## src/rtl/io_bus_arb2.sv

```systemverilog
// Two-master round-robin arbiter onto a single 20-bit address / 8-bit data slave bus.
// One transaction is outstanding at a time, and a slave-ack timeout returns 0xFF read data.
module io_bus_arb2 #(
    parameter int unsigned TIMEOUT = 255
) (
    input  logic        clk_clk,
    input  logic        reset_reset_n,
    input  logic [19:0] m0_address,
    input  logic [7:0]  m0_wdata,
    input  logic        m0_read,
    input  logic        m0_write,
    output logic [7:0]  m0_rdata,
    output logic        m0_ack,
    input  logic [19:0] m1_address,
    input  logic [7:0]  m1_wdata,
    input  logic        m1_read,
    input  logic        m1_write,
    output logic [7:0]  m1_rdata,
    output logic        m1_ack,
    output logic [19:0] s_address,
    output logic [7:0]  s_wdata,
    output logic        s_read,
    output logic        s_write,
    input  logic [7:0]  s_rdata,
    input  logic        s_ack,
    output logic        err_timeout,
    output logic        err_master
);

    localparam int unsigned AW = 20;
    localparam int unsigned DW = 8;
    localparam int unsigned CW = 8;

    typedef enum logic [1:0] {
        ST_IDLE  = 2'd0,
        ST_ISSUE = 2'd1,
        ST_WAIT  = 2'd2,
        ST_DONE  = 2'd3
    } state_t;

    state_t state;
    state_t state_nxt;

    logic          rr;
    logic          gnt;
    logic          op_wr;
    logic [CW-1:0] cnt;

    logic          rr_d;
    logic          gnt_d;
    logic          op_wr_d;
    logic [CW-1:0] cnt_d;
    logic [AW-1:0] s_address_d;
    logic [DW-1:0] s_wdata_d;
    logic          s_read_d;
    logic          s_write_d;
    logic [DW-1:0] m0_rdata_d;
    logic [DW-1:0] m1_rdata_d;
    logic          m0_ack_d;
    logic          m1_ack_d;
    logic          err_timeout_d;
    logic          err_master_d;

    logic req0_c;
    logic req1_c;
    logic sel_c;
    logic sel_wr_c;
    logic expire_c;

    assign req0_c   = m0_read | m0_write;
    assign req1_c   = m1_read | m1_write;
    // Contention goes to the pointer; a lone requester wins outright.
    assign sel_c    = (req0_c & req1_c) ? rr : req1_c;
    assign sel_wr_c = sel_c ? m1_write : m0_write;
    assign expire_c = (cnt == CW'(TIMEOUT - 1));

    always_ff @(posedge clk_clk or negedge reset_reset_n) begin
        if (!reset_reset_n) begin
            state <= ST_IDLE;
        end else begin
            state <= state_nxt;
        end
    end

    always_comb begin
        state_nxt = state;
        case (state)
            ST_IDLE:  if (req0_c | req1_c) state_nxt = ST_ISSUE;
            ST_ISSUE: state_nxt = ST_WAIT;
            ST_WAIT:  if (s_ack | expire_c) state_nxt = ST_DONE;
            ST_DONE:  state_nxt = ST_IDLE;
            default:  state_nxt = ST_IDLE;
        endcase
    end

    // Next values for every registered output and datapath register.
    always_comb begin
        rr_d          = rr;
        gnt_d         = gnt;
        op_wr_d       = op_wr;
        cnt_d         = cnt;
        s_address_d   = s_address;
        s_wdata_d     = s_wdata;
        s_read_d      = 1'b0;
        s_write_d     = 1'b0;
        m0_rdata_d    = m0_rdata;
        m1_rdata_d    = m1_rdata;
        m0_ack_d      = 1'b0;
        m1_ack_d      = 1'b0;
        err_timeout_d = 1'b0;
        err_master_d  = err_master;

        case (state)
            ST_IDLE: begin
                if (req0_c | req1_c) begin
                    gnt_d       = sel_c;
                    rr_d        = ~sel_c;
                    op_wr_d     = sel_wr_c;
                    s_address_d = sel_c ? m1_address : m0_address;
                    s_wdata_d   = sel_c ? m1_wdata : m0_wdata;
                    s_write_d   = sel_wr_c;
                    s_read_d    = ~sel_wr_c;
                end
            end
            ST_ISSUE: begin
                cnt_d = '0;
            end
            ST_WAIT: begin
                if (s_ack) begin
                    if (!op_wr) begin
                        if (gnt) m1_rdata_d = s_rdata;
                        else     m0_rdata_d = s_rdata;
                    end
                    m0_ack_d = ~gnt;
                    m1_ack_d = gnt;
                end else if (expire_c) begin
                    if (!op_wr) begin
                        if (gnt) m1_rdata_d = 8'hFF;
                        else     m0_rdata_d = 8'hFF;
                    end
                    m0_ack_d      = ~gnt;
                    m1_ack_d      = gnt;
                    err_timeout_d = 1'b1;
                    err_master_d  = gnt;
                end else begin
                    cnt_d = cnt + CW'(1);
                end
            end
            default: begin
            end
        endcase
    end

    always_ff @(posedge clk_clk or negedge reset_reset_n) begin
        if (!reset_reset_n) begin
            rr          <= 1'b0;
            gnt         <= 1'b0;
            op_wr       <= 1'b0;
            cnt         <= '0;
            s_address   <= '0;
            s_wdata     <= '0;
            s_read      <= 1'b0;
            s_write     <= 1'b0;
            m0_rdata    <= '0;
            m1_rdata    <= '0;
            m0_ack      <= 1'b0;
            m1_ack      <= 1'b0;
            err_timeout <= 1'b0;
            err_master  <= 1'b0;
        end else begin
            rr          <= rr_d;
            gnt         <= gnt_d;
            op_wr       <= op_wr_d;
            cnt         <= cnt_d;
            s_address   <= s_address_d;
            s_wdata     <= s_wdata_d;
            s_read      <= s_read_d;
            s_write     <= s_write_d;
            m0_rdata    <= m0_rdata_d;
            m1_rdata    <= m1_rdata_d;
            m0_ack      <= m0_ack_d;
            m1_ack      <= m1_ack_d;
            err_timeout <= err_timeout_d;
            err_master  <= err_master_d;
        end
    end

endmodule

```

## config.mk

```make
export PLATFORM = sky130hd
export DESIGN_NAME = io_bus_arb2
export DESIGN_NICKNAME = d
export VERILOG_FILES = /design/src/rtl/io_bus_arb2.sv
export SDC_FILE = /design/constraint.sdc
export NUM_CORES = 1
export LEC_CHECK = 0
export CELL_PAD_IN_SITES_DETAIL_PLACEMENT = 1
export CELL_PAD_IN_SITES_GLOBAL_PLACEMENT = 2
export CORE_ASPECT_RATIO = 1.5
export CORE_MARGIN = 10
export CORE_UTILIZATION = 25
export DETAILED_ROUTE_END_ITERATION = 7
export GPL_TIMING_DRIVEN = 0
export PLACE_DENSITY_LB_ADDON = 0.08
export SLEW_MARGIN = 20
export SYNTH_ARGS = -nofsm -noshare
export SYNTH_HDL_FRONTEND = slang
export SYNTH_SLANG_ARGS = --single-unit
```

## constraint.sdc

```tcl
create_clock -name clk_clk -period 2.35 [get_ports clk_clk]
set_clock_uncertainty 0.1 [all_clocks]
set_input_delay 0.47 -clock clk_clk [delete_from_list [all_inputs] [get_ports clk_clk]]
set_output_delay 0.47 -clock clk_clk [all_outputs]
set_load 0.05 [all_outputs]
```

After elaboration in Yosys (flattened, before gate mapping)
Cells that the tools add are included.
{"block": "totals", "word_cells": 78, "input_bits": 71, "out_inout_bits": 50, "register_bits": 63}
{"block": "classes", "n_reduce_logical": 9, "n_mux": 35, "n_bitwise": 10, "n_eq_ne": 8, "addsub": 1}
{"cell": "two-way mux 8 bit", "count": 15}
{"cell": "two-way mux 20 bit", "count": 1}
{"cell": "one-hot mux 8 bit (2 select lines)", "count": 1}
{"cell": "two-way mux 1 bit", "count": 15}
{"cell": "adder 8 x 1 -> 8 bit, second input constant", "count": 1}
{"cell": "== test 8 bit, second input constant", "count": 1}
{"cell": "inequality test 2 bit, second input constant", "count": 4}
{"cell": "one-hot mux 2 bit (4 select lines)", "count": 1}
{"cell": "AND reduction 4 bit", "count": 2}
{"cell": "AND reduction 3 bit", "count": 2}
{"cell": "NOT 1 bit", "count": 5}
{"cell": "== test 2 bit, second input constant", "count": 2}
{"cell": "two-way mux 2 bit", "count": 2}
{"cell": "OR 1 bit", "count": 4}
{"cell": "AND reduction 2 bit", "count": 2}
{"cell": "nonzero test 2 bit", "count": 2}
{"cell": "== test 2 x 1 -> 1 bit, second input constant", "count": 1}
{"cell": "zero test 2 bit", "count": 1}
{"cell": "bitwise AND 1 bit", "count": 1}

Longest topological paths before layout
Gate-level depths: netlist of the first run.
{"block": "logic_depth", "ltp_word": 7, "depth_mapped": 7, "mapped_depth_nobuf": 6}

Least setup slack after synthesis of the first run
Ideal clock, no wire load.
{"block": "synth_path", "path_type": "reg-to-reg", "startpoint": "reg cnt[0]", "endpoint": "reg cnt[6]", "t_required_ps": 2114, "synth_period_minus_slack_ps": 1859, "n_path_buf": 1, "path_stages_with_launch": 8, "t_arrival_ps": 1624, "setup_ps": 136, "setup_slack_ps": 491, "path_cell_list": "dfrtp_1 inv_1 ha_1 and2_1 a311o_1 buf_2 o311ai_1 o41ai_1"}
{"block": "synth_between", "elab_chain_cells": 4, "elab_cells_between_ends": 7, "cone_classes": "add/sub: 1; eq/ne: 2; mux: 3; reduce/logical: 1"}
{"element": "start, declared", "line_no": "47", "text": "logic [CW-1:0] cnt;"}
{"element": "start signal, assigned", "line_no": "174", "text": "cnt <= cnt_d;"}
{"element": "adder 8 x 1 -> 8 bit", "line_no": "146", "text": "cnt_d = cnt + CW'(1);"}
{"element": "two-way mux 8 bit", "line_no": "136", "text": "end else if (expire_c) begin"}
{"element": "two-way mux 8 bit", "line_no": "129", "text": "if (s_ack) begin"}
{"element": "one-hot mux 8 bit (2 select lines)", "line_no": "113", "text": "case (state)"}
Parallel ways exist; a longest one is shown, timed or not. The select of a mux whose other input is x is not followed.
A chain may end at the register's enable or synchronous reset.

Worst setup path in the final report of the first run
{"block": "layout_path", "startpoint": "reg state[0]", "endpoint": "reg cnt[6]"}
{"block": "layout_between", "elab_chain_cells": 3, "elab_cells_between_ends": 7, "cone_classes": "eq/ne: 4; mux: 1; reduce/logical: 2"}
{"element": "start, declared", "line_no": "41", "text": "state_t state;"}
{"element": "start signal, assigned", "line_no": "81", "text": "state <= state_nxt;"}
{"element": "== test 2 bit or == test 2 x 1 -> 1 bit (tied branches)", "line_no": "113"}
{"element": "inequality test 2 bit (no source line) or nonzero test 2 bit (tied branches)"}
{"element": "AND reduction 3 bit (no source line)"}
Parallel ways exist; a longest one is shown, timed or not.

==> out/metrics.yaml, run 1 <==
synthesis:
  ys_types: 42
  synth_area_leader_cell: "dfrtp_1"
  synth_common_cells: "63 x dfrtp_1, 34 x inv_1, 28 x a222oi_1"
  yosys.area.top_type_share: 0.592
  yosysMostFrequentCell: "dfrtp_1"
  synth-seq-cells: 63
  async_reset_ff_frac: 1.00
  yosysSeqAreaShare: 0.592
  synth_area_leaders: "dfrtp_1 59%, a222oi_1 11%, o32a_1 6.0%"
  syn-num-nets: 296
  synth_edf_count: 0
  synth_area_per_cell_um2: 12.1
  syn_inst: 220
  synth_flop_cell: "dfrtp_1"
  syn_area_mm2: 0.00267
  ys_warn_count: 0
worst_hold_path:
  hp-class: "flip-flop to flip-flop"
critical_path:
  crit_chain: "inv_1, ha_1, inv_1, a311o_1, buf_2, o311ai_1, o41ai_1"
  worstPathArrival_ps: 2260
  cpPeakStageDelay_ps: 400
  worstPathMaxFanout: 10
  start_kind: "flip-flop"
  crit_type: "flip-flop to flip-flop"
  critPathSlowestCell: "dfrtp_1"
  cp_common_cell: "inv_1"
  crit_path_end_kind: "flip-flop"
  cp_data_required_time_ps: 2450
timing:
  min_period_ps: 2160
  max_freq_mhz: 463
  timing.final.crit_share: 0.919
  tightest_slew_ps: 588
  hold_viol_final: 0
  setup_viol: 0
  slew-limit-headroom: 0.606
  rsz0062_at_grt: "no"
  drv_slew: 0
  setup_slack_ps: 190
pwr:
  p_leak_nw: 1.90
  ir_drop_uv: 533
  powerDensity_mw_per_mm2: 1540
drt:
  viasPerCell: 4.77
  drtPass1Iterations: 4
  wl_met1_um: 3460
  met2_length_um: 4750
  antenna_left: 0
  vias: 2394
  drcViolationCount: 0
  drt_iter0_drc: 99
  top_layer_used: "met4"
  wl_per_cell_um: 18.3
  met3_wirelength_um: 863
  routed_wl_um: 9200
grt:
  antenna_found_initial: 0
  grt_max_degree: 42
  grt_pass1_wl_um: 14900
  grt_overflow: 0
  grt_pass1_vias: 2785
  grt_usage: 0.122
placed_design:
  pre_cts_slack_ps: -108
  io_buffer_count: 120
  hpwl_um: 7010
  place.gp.congestion: 0.705
cts:
  cts_setup_buffers: 0
  cts_max_level: 3
  cts_tree: "yes"
  cts.sinks: 63
  clockBufferDepth: 2
  cts_buffers: 9
  cts_resized: 0
  clkLatencyLatePin_ps: 330
  clk_pin_slew_ps: 60
  cts_root_buf: "clkbuf_16"
run_status:
  outcome: "complete, no violations"
floorplan:
  ios: 121
  initial_utilization: 0.253
  die_h_um: 146
  dieWidth_um: 104
  die_area_mm2: 0.0153
  core-area_mm2: 0.0105
  row_count: 46
final_layout:
  layout-drive-gt1-share: 0.0866
  fin_nets: 429
  n_antenna_cell: 0
  final_util: 0.415
  area_delta_synth_final_pct: 63.8
job:
  maxCapViolCount: 0
## stage by stage
stage / total power (W) / hold WS, ps / instance area, um^2 / instances / TNS, ps
after floorplan: 0.00418 / 74.4 / 2670 / 220 / 0
after global placement: 0.00548 / 374 / 4050 / 484 / -106870
after detailed placement: 0.00554 / 308 / 4070 / 485 / -1970
after CTS: 0.00684 / 391 / 4370 / 502 / 0
after global routing: 0.00715 / 405 / 4370 / 502 / 0
final: 0.00671 / 388 / 4370 / 502 / 0
## path summary, 6_finish.rpt
check | from | to | slack [ps] | cells past startpoint
max | state[0] | cnt[6] | 190 | 7
min in group asynchronous | reset_reset_n | cnt[0] | 510 | 2
max in group asynchronous | reset_reset_n | s_address[3] | 1110 | 3
max reg2reg | state[0] | cnt[6] | 190 | 7
min reg2reg | cnt[7] | cnt[7] | 390 | 1
min | cnt[7] | cnt[7] | 390 | 1
## cells by family (layout without fill, tap and decap cells)
logic type      after synthesis  after routing  synth area share
compound gates               68             68             0.232
flops                        63             63             0.592
buf+inv                      48            186            0.0704
simple gates                 32             32            0.0667
fa+ha+maj                     5              5            0.0235
mux                           3              3            0.0122
xor+xnor                      1              1           0.00329
## final cells by class
type / count / area [um^2]
multi-input combinational: 109 / 901
clock buffer: 11 / 253
inverter: 34 / 128
timing repair buffer: 122 / 1240
sequential: 63 / 1580
buffer: 14 / 60.1
clock inverter: 5 / 32.5
tap: 144 / 180
fill: 1153 / 6170
## power by group
part           switching [W]  internal, W  leakage [nW]  total (W)
sequential          0.000271      0.00155         0.778    0.00182
combinational        0.00232      0.00131         0.984    0.00363
clock               0.000488     0.000767         0.134    0.00125
## layout by cell type (no fill, tap or decap), drive strengths merged, types with 2 or more instances in the layout
cell,synthesis,layout
a21o,3,3
o32a,16,16
nand3,4,4
a222oi,28,28
a21oi,3,3
nor3,4,4
inv,34,34
nor2,4,4
mux2,2,2
clkbuf,6,17
ha,5,5
o21ai,4,4
clkinv,0,2
nand2,9,9
clkinvlp,0,3
buf,8,10
a311o,2,2
clkdlybuf4s50,0,119
dfrtp,63,63
nand2b,2,2
## metal layers
layer / vias to the layer above / GRT usage
li1: 1115 / -
met1: 1183 / 0.123
met2: 87 / 0.211
met3: 9 / 0.0595
met4: 0 / 0.0482
met5: - / 0
## worst max-delay path, delay by kind of cell, from the launching register on
family                     cells  cell delay [ps]
adders and majority gates      1              310
buffers and inverters          3              480
DFF                            1              400
AOI/OAI and AO/OA              3              740
## what timing repair did
item,CTS,global route
endpoints found under the setup margin,0,0
hold buffers,1,0
hold endpoints to repair,22,0
## state kept, by name, indices dropped and copies added (netlist names)
signal and cells:
cnt 8, s_address 20, err_timeout 1, m1_rdata 8, state 2, rr 1
s_wdata 8, op_wr 1, m0_rdata 8, err_master 1, s_read 1, m1_ack 1
s_write 1, gnt 1, m0_ack 1
No activity file was read; power rests on OpenSTA's default activity.
==> inputs of run 2 (changes only) <==
Settings changed: ABC_AREA from default to 1, CORE_UTILIZATION 25 to 26.
==> out/metrics.yaml, run 2 <==
final_layout:
  layout-drive-gt1-share: 0.188  # +0.102
  largest_register_ffs: 20  # unchanged
  area_delta_synth_final_pct: 52.0
  fill_cells: 1451  # +26%
  fin_nets: 565  # +32%
  top_register: "s_address"
  final_area_mm2: 0.00508  # +16%
  layout_common_cells: "132 x nand2_1, 119 x clkdlybuf4s50_1, 63 x dfrtp_1"
  n_antenna_cell: 0  # unchanged
  final_util: 0.406  # -0.00849
  final_common_cell: "nand2_1"
synthesis:
  syn_inst: 356  # +62%
  yosysSeqAreaShare: 0.472  # -0.120
  ys_types: 30  # -29%
  synth_area_leaders: "dfrtp_1 47%, nand2_1 15%, nand2_4 7.4%"
  synth_edf_count: 0  # unchanged
  synth-seq-cells: 63  # unchanged
  async_reset_ff_frac: 1.00  # unchanged
  syn-num-nets: 432  # +46%
  synth_common_cells: "132 x nand2_1, 63 x dfrtp_1, 22 x nand2_4"
  synth_area_leader_cell: "dfrtp_1"
  syn_area_mm2: 0.00334  # +25%
  synth_flop_cell: "dfrtp_1"
  synth_area_per_cell_um2: 9.39  # -23%
  yosysMostFrequentCell: "nand2_1"
  yosys.area.top_type_share: 0.472  # -0.120
  ys_warn_count: 0  # unchanged
pwr:
  ir_drop_uv: 486  # -8.7%
  switchingPower_w: 0.00341  # +11%
  p_seq_frac: 0.250  # -0.022
  p_leak_nw: 2.46  # +30%
  finalPower_w: 0.00714  # +6.5%
  comb_power_share: 0.556  # +0.015
  swShare: 0.477  # +0.0181
  powerDensity_mw_per_mm2: 1410  # -8.4%
  p_clk_frac: 0.194  # +0.007
  power.internal_w: 0.00374  # +3.0%
critical_path:
  worstPathMaxFanout: 2  # -8
  path_buf_inv: 1  # -2
  worstPathArrival_ps: 1560  # -700 ps
  cpPeakStageDelay_ps: 830  # +430 ps
  cp_top_family: "buffers and inverters"
  critPathSlowestCell: "clkdlybuf4s50_1"
  cp_data_required_time_ps: 1780  # -670 ps
  crit_path_end_kind: "primary output"
  crit_type: "flip-flop to primary output"
  start_kind: "flip-flop"
  crit_chain: "clkdlybuf4s50_1"
floorplan:
  dieWidth_um: 113  # +7.9%
  ios: 121  # unchanged
  core-area_mm2: 0.0125  # +19%
  die_h_um: 159  # +8.5%
  row_count: 50  # +8.7%
  initial_utilization: 0.267  # +0.0141
  die_area_mm2: 0.0179  # +17%
timing:
  setup_slack_ps: 220  # +30.2 ps
  setup_viol: 0  # unchanged
  timing.final.crit_share: 0.906  # -0.0129
  max_freq_mhz: 469  # +1.4%
  hold_viol_final: 0  # unchanged
  drv_slew: 0  # unchanged
  min_period_ps: 2130  # -30.2 ps
  rsz0062_at_grt: "no"
  tns_ps: 0  # unchanged
  tightest_slew_ps: 564  # -23.4 ps
  slew-limit-headroom: 0.623  # +0.0166
grt:
  grt_pass1_wl_um: 17400  # +16%
  grt_overflow: 0  # unchanged
  met1_usage: 0.121  # -0.00180
  top_usage_layer: "met2"
  grt_max_degree: 45  # +7.1%
  antenna_found_initial: 0  # unchanged
  grt_util_met3: 0.0584  # -0.00109
  grt_pass1_vias: 3243  # +16%
  use_met2: 0.208  # -0.00359
  grt_usage: 0.120  # -0.00272
cts:
  cts_resized: 0  # unchanged
  cts_root_buf: "clkbuf_16"
  cts_buffers: 9  # unchanged
  cts.sinks: 63  # unchanged
  clockBufferDepth: 2  # unchanged
  clkLatencyLatePin_ps: 330  # about the same
  clk_pin_slew_ps: 60  # about the same
  cts_max_level: 3  # unchanged
  cts_tree: "yes"
placed_design:
  io_buffer_count: 120  # unchanged
  place.gp.congestion: 0.751  # +6.5%
  place_area_mm2: 0.00476  # +17%
  pre_cts_slack_ps: 285  # +393 ps
  hpwl_um: 8330  # +19%
drt:
  routed_wl_um: 10400  # +13%
  antenna_left: 0  # unchanged
  drcViolationCount: 0  # unchanged
  drtPass1Iterations: 4  # unchanged
  drt_iter0_drc: 30  # -70%
  wl_per_cell_um: 16.0  # -13%
  viasPerCell: 4.38  # -8.1%
  vias: 2849  # +19%
worst_hold_path:
  hp-class: "flip-flop to flip-flop"
job:
  maxCapViolCount: 0  # unchanged
run_status:
  outcome: "complete, no violations"
## run 2: cell count changes after synthesis, moves of 4 or more
cell,previous run,this run
nand2_1,9,132
a222oi_1,28,0
nand2_4,0,22
inv_1,34,13
nand3_2,0,20
nand3_1,4,21
nand4_1,1,18
o32a_1,16,0
clkbuf_1,6,1
nor2_1,4,9
nor2_4,0,5
or2_1,0,5
buf_6,0,4
## run 2: routing by layer
metal	share of wire	vias up
li1	-	1413
met1	0.38	1351
met5	0	-
met3	0.086	10
met2	0.52	75
met4	0.014	0
## run 2: cell type report
type	instances	area, um^2	area share
Multi-Input combinational cell	265	1590	0.313
Inverter	17	63.8	0.0126
Clock inverter	6	68.8	0.0135
Sequential cell	63	1580	0.310
Buffer	11	109	0.0214
Tap cell	156	195	0.0384
Clock buffer	10	239	0.0470
Timing Repair Buffer	122	1240	0.243
## run 2: worst register-to-register path: stages (launching register included)
cell and delay, ps:
dfrtp_1 390, inv_1 120, ha_1 280, inv_1 180, nand2_1 270, nand2_1 200
nand3_1 120, nand2_1 50
## run 2: logic make-up after synthesis
group,count (synthesis),synth area share
AND/OR/NAND/NOR,248,0.436
flip-flops,63,0.472
buffers and inverters,28,0.0517
AO/OA/AOI/OAI,12,0.0217
adder cells (fa/ha/maj),5,0.0187
## run 2: metrics by stage
step	cells	hold slack [ps]
after floorplan	356	74.4
after global placement	632	355
after detailed placement	633	294
after CTS	650	378
after global routing	650	397
final	650	372
## run 2: path summary, 6_finish.rpt
kind	to	start	slack, ps	cells past startpoint
max	err_master	err_master	220	1
min	m0_rdata[2]	m0_rdata[2]	370	2
max reg2reg	cnt[5]	state[0]	540	7
min reg2reg	m0_rdata[2]	m0_rdata[2]	370	2
max in group asynchronous	s_address[8]	reset_reset_n	1150	3
min in group asynchronous	cnt[7]	reset_reset_n	470	2
## run 2: repair_timing
action | 4_1_cts | 5_1_grt
endpoints found under the hold margin | 19 | 0
setup buffers | 0 | 0
hold buffers | 1 | 0
## run 2: power by group through the flow
| stage | combinational, W | sequential [W] | clock, W |
|---|---|---|---|
| 3_5_place_dp | 0.00406 | 0.00181 | 0 |
| 4_1_cts | 0.00408 | 0.00180 | 0.00144 |
| 5_1_grt | 0.00430 | 0.00185 | 0.00148 |
| 2_1_floorplan | 0.00136 | 0.00312 | 0 |
| 3_3_place_gp | 0.00401 | 0.00179 | 0 |
| 6_report | 0.00397 | 0.00179 | 0.00139 |
==> inputs of run 3 (changes only) <==
Settings changed: CAP_MARGIN from default to 5.
==> results of run 3 <==
Same layout as run 2: the final DEF is identical, and so are final timing and power.
